--- src/rtl/emu_rst_pkg.sv ---
// Shared types for the emulator reset sequencer: FSM state encoding and hold default.
package emu_rst_pkg;

    typedef enum logic [1:0] {
        WAIT_LOCK = 2'd0,
        HOLD      = 2'd1,
        SW_RST    = 2'd2,
        RUN       = 2'd3
    } emu_rst_state_t;

    localparam int HOLD_CYCLES_DEF = 16;

endpackage

--- src/rtl/sync_2ff.sv ---
// 1-bit two-flop synchroniser, async active-low reset to 0.
// Generic enough for any slow level signal crossing into clk (VIO probes, ext pins).
module sync_2ff (
    input  logic clk,
    input  logic rst_n,
    input  logic d,
    output logic q
);

    logic meta;

    always_ff @(posedge clk or negedge rst_n) begin
        if (!rst_n) begin
            meta <= 1'b0;
            q    <= 1'b0;
        end else begin
            meta <= d;
            q    <= meta;
        end
    end

endmodule

--- src/rtl/emu_rst_ctrl.sv ---
// Emulator reset sequencer: holds emu_rst until the clock wizard is locked for HOLD_CYCLES.
// Optional lock-loss counter on loss_cnt, enabled by defining EMU_RST_LOSS_CNT_EN.
module emu_rst_ctrl
    import emu_rst_pkg::*;
#(
    parameter int HOLD_CYCLES = HOLD_CYCLES_DEF,
    parameter int CNT_W       = 16
) (
    input  logic             clk,
    input  logic             rst_n,
    input  logic             locked,
    input  logic             sw_rst,
    output logic             emu_rst,
    output logic             emu_run
`ifdef EMU_RST_LOSS_CNT_EN
    ,
    output logic [CNT_W-1:0] loss_cnt
`endif
);

    localparam logic [CNT_W-1:0] HOLD_LOAD = CNT_W'(HOLD_CYCLES - 1);

    emu_rst_state_t   state, state_nxt;
    logic [CNT_W-1:0] cnt;
    logic             locked_s;

    sync_2ff u_lock_sync (
        .clk   (clk),
        .rst_n (rst_n),
        .d     (locked),
        .q     (locked_s)
    );

    // Loss of lock overrides everything else, including counter expiry.
    always_comb begin
        state_nxt = state;
        if (!locked_s) begin
            state_nxt = WAIT_LOCK;
        end else begin
            case (state)
                WAIT_LOCK: state_nxt = sw_rst ? SW_RST : HOLD;
                HOLD: begin
                    if (sw_rst)
                        state_nxt = SW_RST;
                    else if (cnt == '0)
                        state_nxt = RUN;
                end
                SW_RST:    if (!sw_rst) state_nxt = HOLD;
                RUN:       if (sw_rst)  state_nxt = SW_RST;
                default:   state_nxt = WAIT_LOCK;
            endcase
        end
    end

    // Outputs are registered from the next state so they move on the same edge as state.
    always_ff @(posedge clk or negedge rst_n) begin
        if (!rst_n) begin
            state   <= WAIT_LOCK;
            cnt     <= '0;
            emu_rst <= 1'b1;
            emu_run <= 1'b0;
        end else begin
            state   <= state_nxt;
            emu_rst <= (state_nxt != RUN);
            emu_run <= (state_nxt == RUN);
            if (state_nxt == HOLD && state != HOLD)
                cnt <= HOLD_LOAD;
            else if (state == HOLD && cnt != '0)
                cnt <= cnt - CNT_W'(1);
        end
    end

`ifdef EMU_RST_LOSS_CNT_EN
    always_ff @(posedge clk or negedge rst_n) begin
        if (!rst_n)
            loss_cnt <= '0;
        else if (state != WAIT_LOCK && state_nxt == WAIT_LOCK && loss_cnt != '1)
            loss_cnt <= loss_cnt + CNT_W'(1);
    end
`endif

endmodule

--- config.mk ---
export PLATFORM = sky130hd
export DESIGN_NAME = emu_rst_ctrl
export DESIGN_NICKNAME = d
export VERILOG_FILES = /design/src/rtl/emu_rst_pkg.sv /design/src/rtl/sync_2ff.sv /design/src/rtl/emu_rst_ctrl.sv
export SDC_FILE = /design/constraint.sdc
export NUM_CORES = 1
export LEC_CHECK = 0
export ABC_AREA = 1
export CAP_MARGIN = 20
export CORE_ASPECT_RATIO = 1.5
export CORE_MARGIN = 4
export CORE_UTILIZATION = 55
export CTS_BUF_LIST = sky130_fd_sc_hd__clkbuf_4 sky130_fd_sc_hd__clkbuf_8
export CTS_CLUSTER_SIZE = 10
export DETAILED_ROUTE_END_ITERATION = 6
export DONT_BUFFER_PORTS = 1
export PLACE_DENSITY = 0.7
export SETUP_SLACK_MARGIN = 0.05
export SLEW_MARGIN = 20
export SYNTH_ARGS = -nofsm -noshare
export SYNTH_HDL_FRONTEND = slang
export SYNTH_HIERARCHICAL = 1
export SYNTH_SLANG_ARGS = --single-unit
--- constraint.sdc ---
create_clock -name clk -period 2.07 [get_ports clk]
set_input_delay 0.5175 -clock clk [delete_from_list [all_inputs] [get_ports clk]]
set_output_delay 0.5175 -clock clk [all_outputs]
set_load 0.05 [all_outputs]
# Yosys cells after proc, flatten, opt, wreduce, memory -nomap -nowiden
# Index checks and enable logic that the tools add are counted.
[word_totals]
reg_bits = 22
inputBits = 4
wordCells = 29
output_inout_bits = 2
[op_classes]
eq_ne = 7
n_reduce_logical = 6
addsub = 1
muxes = 9
[ops]
columns = ["op", "count"]
rows = [
  ["16-bit 2-to-1 mux", 2],
  ["16-bit logical NOT", 1],
  ["16-bit nonzero test", 1],
  ["16-bit by 1-bit subtractor with 16-bit output (second input constant)", 1],
  ["2-bit 2-to-1 mux", 6],
  ["2-bit one-hot mux with 4 select lines", 1],
  ["2-bit equality test (second input constant)", 3],
  ["2-bit by 1-bit equality test with 1-bit output (second input constant)", 2],
  ["1-bit logical AND", 2],
  ["2-bit logical NOT", 1],
  ["2-bit by 1-bit != test with 1-bit output (second input constant)", 1],
  ["2-bit != test (second input constant)", 1],
  ["2-bit nonzero test", 1],
]

# Logic depth before layout (Yosys ltp)
# Gate-level depths: netlist (run 1).
[depth]
ltp_word = 8
mapped_depth = 11
mapped_depth_nobuf = 10

# Modules after synthesis
# The synthesis (run 1) kept the hierarchy.
[by_module_without_submodules]
columns = ["module", "instances", "seq_area_each_um2", "area_each_um2", "cells_per_inst"]
rows = [
  ["emu_rst_ctrl", 1, 501.7, 1305.0, 179],
  ["sync_2ff", 1, 50.0, 50.0, 2],
]

# Worst setup path after synthesis (run 1)
# OpenSTA, ideal clock, no wires.
[synth_path]
path_type = "reg-to-reg"
start = "register cnt[0]"
end = "register cnt[10]"
stages_incl_launch_ff = 12
setup_slack_ps = 635
setup_ps = 66
t_arrival_ps = 1369
period_less_slack_ps = 1435
cell_sequence = "dfrtp_1 > inv_1 > ha_1 > nand2_2 > nor2_4 > nand2_2 > nand2_4 > nand2_4 > inv_4 > buf_12 > nand2_2 > nand2_2"
[synth_between]
elab_chain_len = 8
elab_cells_between_ends = 13
classes_between = "add/sub: 1; eq/ne: 1; mux: 6; reduce/logical: 5"
[synth_lines]
columns = ["element", "line_no", "source"]
rows = [
  ["start, declared", "emu_rst_ctrl.sv:24", "logic [CNT_W-1:0] cnt;"],
  ["start signal, assigned", "emu_rst_ctrl.sv:69", "cnt <= cnt - CNT_W'(1);"],
  ["16-bit logical NOT", "emu_rst_ctrl.sv:45", "else if (cnt == '0)"],
  ["2-bit 2-to-1 mux", "emu_rst_ctrl.sv:45", ""],
  ["2-bit 2-to-1 mux", "emu_rst_ctrl.sv:43", "if (sw_rst)"],
  ["2-bit one-hot mux with 4 select lines", "emu_rst_ctrl.sv:40", "case (state)"],
  ["2-bit 2-to-1 mux", "emu_rst_ctrl.sv:37", "if (!locked_s) begin"],
  ["2-bit by 1-bit equality test with 1-bit output", "emu_rst_ctrl.sv:66", "if (state_nxt == HOLD && state != HOLD)"],
  ["1-bit logical AND", "emu_rst_ctrl.sv:66", ""],
  ["16-bit 2-to-1 mux / 2-bit nonzero test (equally long branches)", "-", ""],
]
# Several ways; a longest one is shown, not always the timed one. The select of a mux whose other input is x is not followed.
# A chain may end at the register's enable or synchronous reset.

# Worst setup path after layout (run 1)
[layout_path]
start = "register state[0]"
end = "register cnt[12]"
[layout_between]
elab_chain_len = 7
elab_cells_between_ends = 16
classes_between = "eq/ne: 5; mux: 7; reduce/logical: 4"
[layout_lines]
columns = ["element", "line_no", "source"]
rows = [
  ["start, declared", "emu_rst_ctrl.sv:23", "emu_rst_state_t state, state_nxt;"],
  ["start signal, assigned", "emu_rst_ctrl.sv:63", "state <= state_nxt;"],
  ["2-bit 2-to-1 mux", "emu_rst_ctrl.sv:45", ""],
  ["2-bit 2-to-1 mux", "emu_rst_ctrl.sv:43", ""],
  ["2-bit one-hot mux with 4 select lines", "emu_rst_ctrl.sv:40", ""],
  ["2-bit 2-to-1 mux", "emu_rst_ctrl.sv:37", ""],
  ["2-bit by 1-bit equality test with 1-bit output", "emu_rst_ctrl.sv:66", ""],
  ["1-bit logical AND", "emu_rst_ctrl.sv:66", ""],
  ["16-bit 2-to-1 mux / 2-bit nonzero test (equally long branches)", "-", ""],
]
# Several ways; a longest one is shown, not always the timed one.

==> results.md, run 1 <==
- The run finished with clean final reports.
- Across the routed clock network, the largest skew measured is 0.00479 ns.
- The number of vias per cell is 5.37.
- The cell taking the most area after synthesis is dfrtp_1.
- The clock tree buffer depth is 2.
- The weighted congestion at the end of routability-driven global placement is 0.897.
- Setup violations remaining at the end of the flow were counted as 0.
- The final layout contains 192 nets.
- The final setup TNS is 0 ns.
- Once the clock tree was built, the resizer swapped 0 gates to a different size.
- The final number of max-transition violations is 0.
- The synthesized area divided by synthesized cell count is 7.49 sq um.
- The residual antenna-violating net count after detailed routing is 0.
- The worst setup path is captured at a register.
- The mapped cell area is 0.00136 sq mm.
- The sum of overflow across all layers after global routing is 0.
- Power spread over the standard cell area amounts to 1310 mW/mm^2.
- The startpoint identified for the worst register-to-register timing path is state[0].
- The via count of the first global-routing pass is 1114.
- At the pin with the least slew margin, the transition time is 0.522 ns.
- The worst setup path is launched from a register.
- Counting I/O delays and the setup requirement, the final critical path takes 1.59 ns.
- The residual DRC count is 0.
- The share of final-layout standard cells stronger than drive strength 1 is 0.184.
- The signal on the critical path passes through inv_1, nor2_1, inv_1, nand3_2, nand2_4, inv_4, nand2_2, nand2_2.
- The number of hold violations in the final report is 0.
- For the worst flop-to-flop path, the logic depth is 8.
- The static leakage is 0.785 nW.
- In this run the tightest slew margin relative to its limit is 0.651.
- The clock slew seen by the registers of the worst setup and hold paths is 0.11 ns.
- In this run, the number of DRC markers left after iteration 0 of detailed routing was 27.
- The critical register-to-register path endpoint is cnt[12].
- The floorplan step set the die width to 48.5 microns.
- The floorplan die area is 0.00334 sq mm.
- In this run the clock root is driven by a clkbuf_4.
- STA puts the critical path data required time at 2.33 ns.
- For this design, the sink count on the clock tree is 22.
- Along the worst path, the maximum fanout reaches 14.
- The top cell types in the final layout, fill and taps aside, are nand2_1 (47), nor2_1 (27), inv_1 (21), dfrtp_1 (21), nand2_2 (19).
- The first detailed-routing pass took 4 iterations.
- By area the synthesized netlist is led by dfrtp_1 (39%), nand2_1 (13%), nand2_2 (8.8%).
- Setup repair after global routing left no endpoint under its margin.
- The aggregate global-route resource usage is 0.186.
- The number of top-level pins is 6.
- The number of antenna violations at the first check in global routing is 0.
- The core box area is 0.00229 sq mm.
- After detailed routing, the average wire length per cell comes to 12.9 microns.
- The layout has 220 filler cells.
- The internal reg-to-reg setup slack is 0.48 ns.
- The count of buffers inserted at the top-level ports is 0.
- The largest individual stage delay along the critical path comes from the cell dfrtp_1.
- During synthesis, Yosys emitted a total of 6 warnings.
- The aggregate routed wire length is 2.68 mm.
- The number of flip-flops and latches in the synthesized netlist is 22.
- The placed instances occupy a cell area of 0.00135 sq mm.
- Across the VDD grid, the largest voltage drop is 0.772 mV.
- For this configuration, the core starts out at a cell density of 0.593.
- The number of unique standard cell types used by synthesis is 23.
- Including well taps, the total number of placed cells is 202.
- The gate count of the mapped netlist is 181.
- The number of antenna diodes in the final layout is 0.
- Of the synthesized area, sequential elements account for 0.407.
- The most frequent standard cell in the layout excluding fill and tap cells is nand2_1.
- The largest single stage delay on the critical path is 0.39 ns.
- The number of rows in the core area is 21.
- The post-synthesis net count is 187.
- In this run the worst hold path is classified as in2async.
- The finished layout holds 208 standard cells, fillers aside.
- The critical path class is reg2reg.
- The area added between synthesis and finish is 4.34%.
- At the worst endpoint, the arrival time is 1.84 ns.
- Hold timing on the final database bottoms out at a slack of 0.0303 ns.
- Derived from the worst setup path, the maximum achievable clock frequency is 631 MHz.
- The share of synthesized area in the top cell type comes to 0.388.
- The design area is 0.00141 sq mm.
- The vertical die dimension is 68.8 microns.
- The final clock period utilization by the worst path is 0.766.
- For this run, the share of the core covered by cells in the final layout is 0.619.
- Max-cap violations in this run came to 0.
- The maximum number of pins on one net before global-route repair is 22.
- The CTS H-tree depth is 1.
- The overall via count from detail_route is 1116.
- The clock tree from TritonCTS is built.
- The first global-routing pass estimated 4.82 mm of wire.
- The detailed placement HPWL is 1.94 mm.
- The number of buffers inserted during clock tree synthesis is 3.
- For the worst-skew pair, the clock arrives at the later sink with an insertion delay of 0.31 ns.
what timing repair did:
action                                 in CTS  in global routing
hold buffers                                1                  0
buffers inserted                            0                  0
endpoints found under the hold margin      21                  0
cells by family (layout without fill, tap and decap cells):
family	count (synthesis)	in the layout	share of synthesized area
AO/OA/AOI/OAI	6	6	0.0249
XOR/XNOR	5	5	0.0323
buffers and inverters	24	28	0.0859
AND/OR/NAND/NOR	122	122	0.431
adder cells (fa/ha/maj)	2	2	0.0185
flip-flops	22	22	0.407
layout make-up:
cell class                      count  area, sq um  area share
Sequential cell                    22          552       0.390
Timing Repair Buffer                2         25.0      0.0177
Clock buffer                        4         36.3      0.0257
Tap cell                           23         28.8      0.0204
Inverter                           22         85.1      0.0602
Multi-Input combinational cell    135          687       0.486
how the worst max path moves through the flow:
| stage | end | startpoint | slack, ns |
|---|---|---|---|
| after floorplan | cnt[10] | cnt[0] | 0.64 |
| after global placement | cnt[5] | sw_rst | 0.49 |
| after detailed placement | cnt[9] | sw_rst | 0.40 |
| after CTS | cnt[9] | cnt[0] | 0.47 |
| after global routing | cnt[5] | cnt[0] | 0.29 |
| final | cnt[12] | state[0] | 0.48 |
registers in the layout (all words and copies together), names as in the netlist:
signal            cells
state                 2
u_lock_sync/q         1
u_lock_sync/meta      1
cnt                  16
emu_rst               1
emu_run               1
critical path, delay by kind of cell (launching register included):
kind          cells  cell delay [ns]
buf+inv           3             0.38
simple gates      5             0.75
flops             1             0.39
power by group:
group / switching (mW) / leakage, nW / internal, mW / total [mW]
sequential: 0.150 / 0.285 / 0.538 / 0.688
combinational: 0.591 / 0.478 / 0.334 / 0.925
clock: 0.130 / 0.0210 / 0.108 / 0.237
total: 0.871 / 0.785 / 0.979 / 1.85
per-stage QoR:
step	power [mW]	setup slack, ns
after floorplan	1.44	0.635
after global placement	1.58	0.487
after detailed placement	1.60	0.396
after CTS	1.85	0.473
after global routing	2.04	0.294
final	1.85	0.485
routing by layer:
| layer | up-vias | part of all wire | global-route usage |
|---|---|---|---|
| li1 | 566 | - | - |
| met1 | 530 | 0.44 | 0.215 |
| met2 | 15 | 0.51 | 0.333 |
| met3 | 5 | 0.033 | 0.0258 |
| met4 | 0 | 0.015 | 0.101 |
| met5 | - | 0 | 0 |
cells in the mapped netlist (all sizes together):
library cell and number:
nand2 68, nor2 31, inv 22, dfrtp 21, nand3 15, nand4 6
o21ai 4, xor2 4, a21oi 2, buf 2, ha 2, dfstp 1
nand3b 1, nor3 1, xnor2 1
Power figures use the tool's default switching activity.
==> run 2, diff against run 1 <==
==> constraint.sdc (replaced) <==
create_clock -name clk -period 1.6 [get_ports clk]
set_input_delay 0.4 -clock clk [delete_from_list [all_inputs] [get_ports clk]]
set_output_delay 0.4 -clock clk [all_outputs]
set_load 0.05 [all_outputs]
==> run 2 against run 1 <==
  * Final cell count increased by 2.9%
  * Non-clock buffer count increased by 5
  * Final area increased by 5.7%
  * Core utilization increased by 3.5 points
  * Power increased by 37%
==> results.md, run 2 (same netlist as run 1, synthesis figures left out) <==
- The run finished with clean final reports.
- Measured along the y axis, the die boundary spans 68.8 microns.
- In the routed design, unresolved DRC markers number 0.
- For the worst setup path, the data required time is 1.81 ns.
- STA classifies the critical path endpoint as a register.
- STA classifies the critical path startpoint as a register.
- The residual antenna-violating net count after detailed routing is 0.
- IR analysis of the VDD net gives a maximum drop of 1.16 mV.
- The worst min-delay path class is in2reg.
- Setup violations remaining at the end of the flow were counted as 0.
- The register name with the most flops is cnt.
- The time the worst path needs with I/O delays and setup is 1.48 ns.
- The clock tree buffer depth is 2.
- Of the cells placed in the final design, the portion with a size suffix greater than 1 is 0.246.
- The worst pin sits at a relative slew slack of 0.325.
- The final clock period utilization by the worst path is 0.924.
- The via count of the first global-routing pass is 1172.
- The number of buffers and inverters on the critical path is 1.
- The initial utilization of the core area, before any placement, comes to 0.593.
- Measured along the x axis, the die boundary spans 48.5 microns.
- The maximum number of pins on one net before global-route repair is 23.
- Based on the critical path, the design can be clocked at up to 677 MHz.
- The floorplan step defined a die boundary enclosing 0.00334 sq mm.
- After detailed routing, the average wire length per cell comes to 13.6 microns.
- For this design the ratio of total power to cell area is 1700 mW/mm^2.
- The final number of max-transition violations is 0.
- In this run the standard cell core region covers 0.00229 sq mm.
- The detailed placement HPWL is 2.11 mm.
- The worst path arrival time is 1.69 ns.
- The area added between synthesis and finish is 10.2%.
- The number of antenna violations at the first check in global routing is 0.
- Walking the worst path, the cells encountered are inv_2, ha_1, nand2_2, nor2_4, nand2_2, nand2_4, nand2_4, o21ai_0, nand2_1.
- At the pin with the least slew margin, the transition time is 1.01 ns.
- The first global-routing pass estimated 4.95 mm of wire.
- The tool flagged a number of max-cap violations equal to 0.
- The most frequent standard cell in the layout excluding fill and tap cells is nand2_1.
- Summed over all layers, the routed wires come to 2.91 mm.
- In this run the number of H-tree levels came out at 1.
- The weighted congestion at the end of routability-driven global placement is 0.887.
- After detailed placement, the total cell area comes to 0.00140 sq mm.
- Clock-pin slew was measured on the worst setup and hold paths at 0.12 ns.
- The critical path in this run is classified as reg2reg.
- After routing the design area is 0.00149 sq mm.
- Global routing finished with a remaining overflow of 0.
- TritonCTS built the clock tree.
- On the worst path, the slowest cell contributes a delay of 0.42 ns.
- The worst clock skew on the final layout is 0.00728 ns.
- In this run the core area contains 21 standard-cell rows.
- Summed over all failing endpoints, the final setup total negative slack is 0 ns.
- On the critical path, the stage with the largest delay is an instance of dfrtp_1.
- The aggregate global-route resource usage is 0.190.
- At the later pin of the worst-skew pair, clock insertion delay measures 0.31 ns.
- The number of hold violations in the final report is 0.
- The library cells used most frequently in the layout, excluding fill and tap cells, are nand2_1 (47), nor2_1 (24), nand2_2 (20), dfrtp_1 (20), inv_1 (19).
- For this design the static power due to leakage is 0.815 nW.
- The count of buffers inserted at the top-level ports is 0.
- The routed layout has 1157 vias.
- The number of top-level pins is 6.
- The largest fanout of any net on the critical path is 5.
- For this run, the post-layout net count is 198.
- The clock tree root driver cell is clkbuf_4.
- The largest registers in the layout are cnt: 16 flops, state: 2 flops.
- Setup repair after global routing left no endpoint under its margin.
- The first-pass detailed-route iteration total is 4.
- The detailed router finished its first iteration with 51 violations.
- The cell class contributing the biggest share of worst-path delay is simple AND/OR/NAND/NOR gates.
- For this design, the sink count on the clock tree is 22.
- The diode insertion count for antenna repair is 0.
- The number of vias per cell is 5.41.
- The number of buffers inserted during clock tree synthesis is 3.
- The register with the most flip-flops in the layout has 16 of them.
## run 2: cell types whose count changed in the layout (fill, tap and decap cells not counted), moves of 2 or more
cell    delta
inv_2      +2
nor2_1     -3
buf_4      +6
inv_1      -2
nor2_2     +2
## run 2: worst paths after layout
check | from | slack, ns | endpoint | depth (start not counted)
worst max-delay path | cnt[1] | 0.12 | cnt[3] | 9
worst min register to register | u_lock_sync/meta | 0.38 | u_lock_sync/q | 0
max in group asynchronous | rst_n | 0.23 | cnt[9] | 1
min in group asynchronous | rst_n | 0.69 | cnt[1] | 1
worst max register to register | cnt[1] | 0.12 | cnt[3] | 9
worst min-delay path | locked | 0.10 | u_lock_sync/meta | 0
## run 2: area by class of cell
class / instances / area (sq um)
Inverter: 22 / 95.1
Timing Repair Buffer: 7 / 55.1
Fill cell: 188 / 792
Sequential cell: 22 / 553
Multi-Input combinational cell: 136 / 726
Tap cell: 23 / 28.8
Clock buffer: 4 / 36.3
## run 2: what timing repair did
| item | in CTS | in global routing |
|---|---|---|
| hold buffers | 1 | 0 |
| hold endpoints to repair | 22 | 0 |
| buffers inserted | 0 | 0 |
| endpoints found under the setup margin | 0 | 15 |
| gates resized for setup | 0 | 13 |
## run 2: metal layers
layer	up-vias	track usage	wire length, microns
li1	584	-	-
met5	-	0	0
met4	0	0.104	48
met2	29	0.340	1570
met3	6	0.0215	99
met1	538	0.221	1190
## run 2: power breakdown
group | internal (mW) | switching [mW] | leakage, nW
Sequential | 0.697 | 0.202 | 0.284
Combinational | 0.483 | 0.844 | 0.510
Clock | 0.139 | 0.170 | 0.0210
Total | 1.32 | 1.22 | 0.815
## run 2: through the flow
step	worst slack [ns]	instances	hold WS [ns]	power, mW	utilization
after global placement	0.136	208	0.105	2.09	0.611
after detailed placement	0.111	208	0.105	2.11	0.611
after global routing	0.0170	214	0.0818	2.78	0.654
after floorplan	0.165	181	0.104	1.87	-
final	0.122	214	0.104	2.54	0.654
after CTS	0.0563	213	0.0962	2.44	0.632
==> run 3, diff against run 2 <==
--- a/config.mk
+++ b/config.mk
@@ -11,12 +11,13 @@
 export CORE_MARGIN = 4
 export CORE_UTILIZATION = 55
 export CTS_BUF_LIST = sky130_fd_sc_hd__clkbuf_4 sky130_fd_sc_hd__clkbuf_8
+export CTS_CLUSTER_DIAMETER = 30
 export CTS_CLUSTER_SIZE = 10
 export DETAILED_ROUTE_END_ITERATION = 6
 export DONT_BUFFER_PORTS = 1
 export PLACE_DENSITY = 0.7
 export SETUP_SLACK_MARGIN = 0.05
-export SLEW_MARGIN = 20
+export SLEW_MARGIN = 10
 export SYNTH_ARGS = -nofsm -noshare
 export SYNTH_HDL_FRONTEND = slang
 export SYNTH_HIERARCHICAL = 1
==> results of run 3 <==
No change in the layout: final DEF, timing and power equal those of run 2.
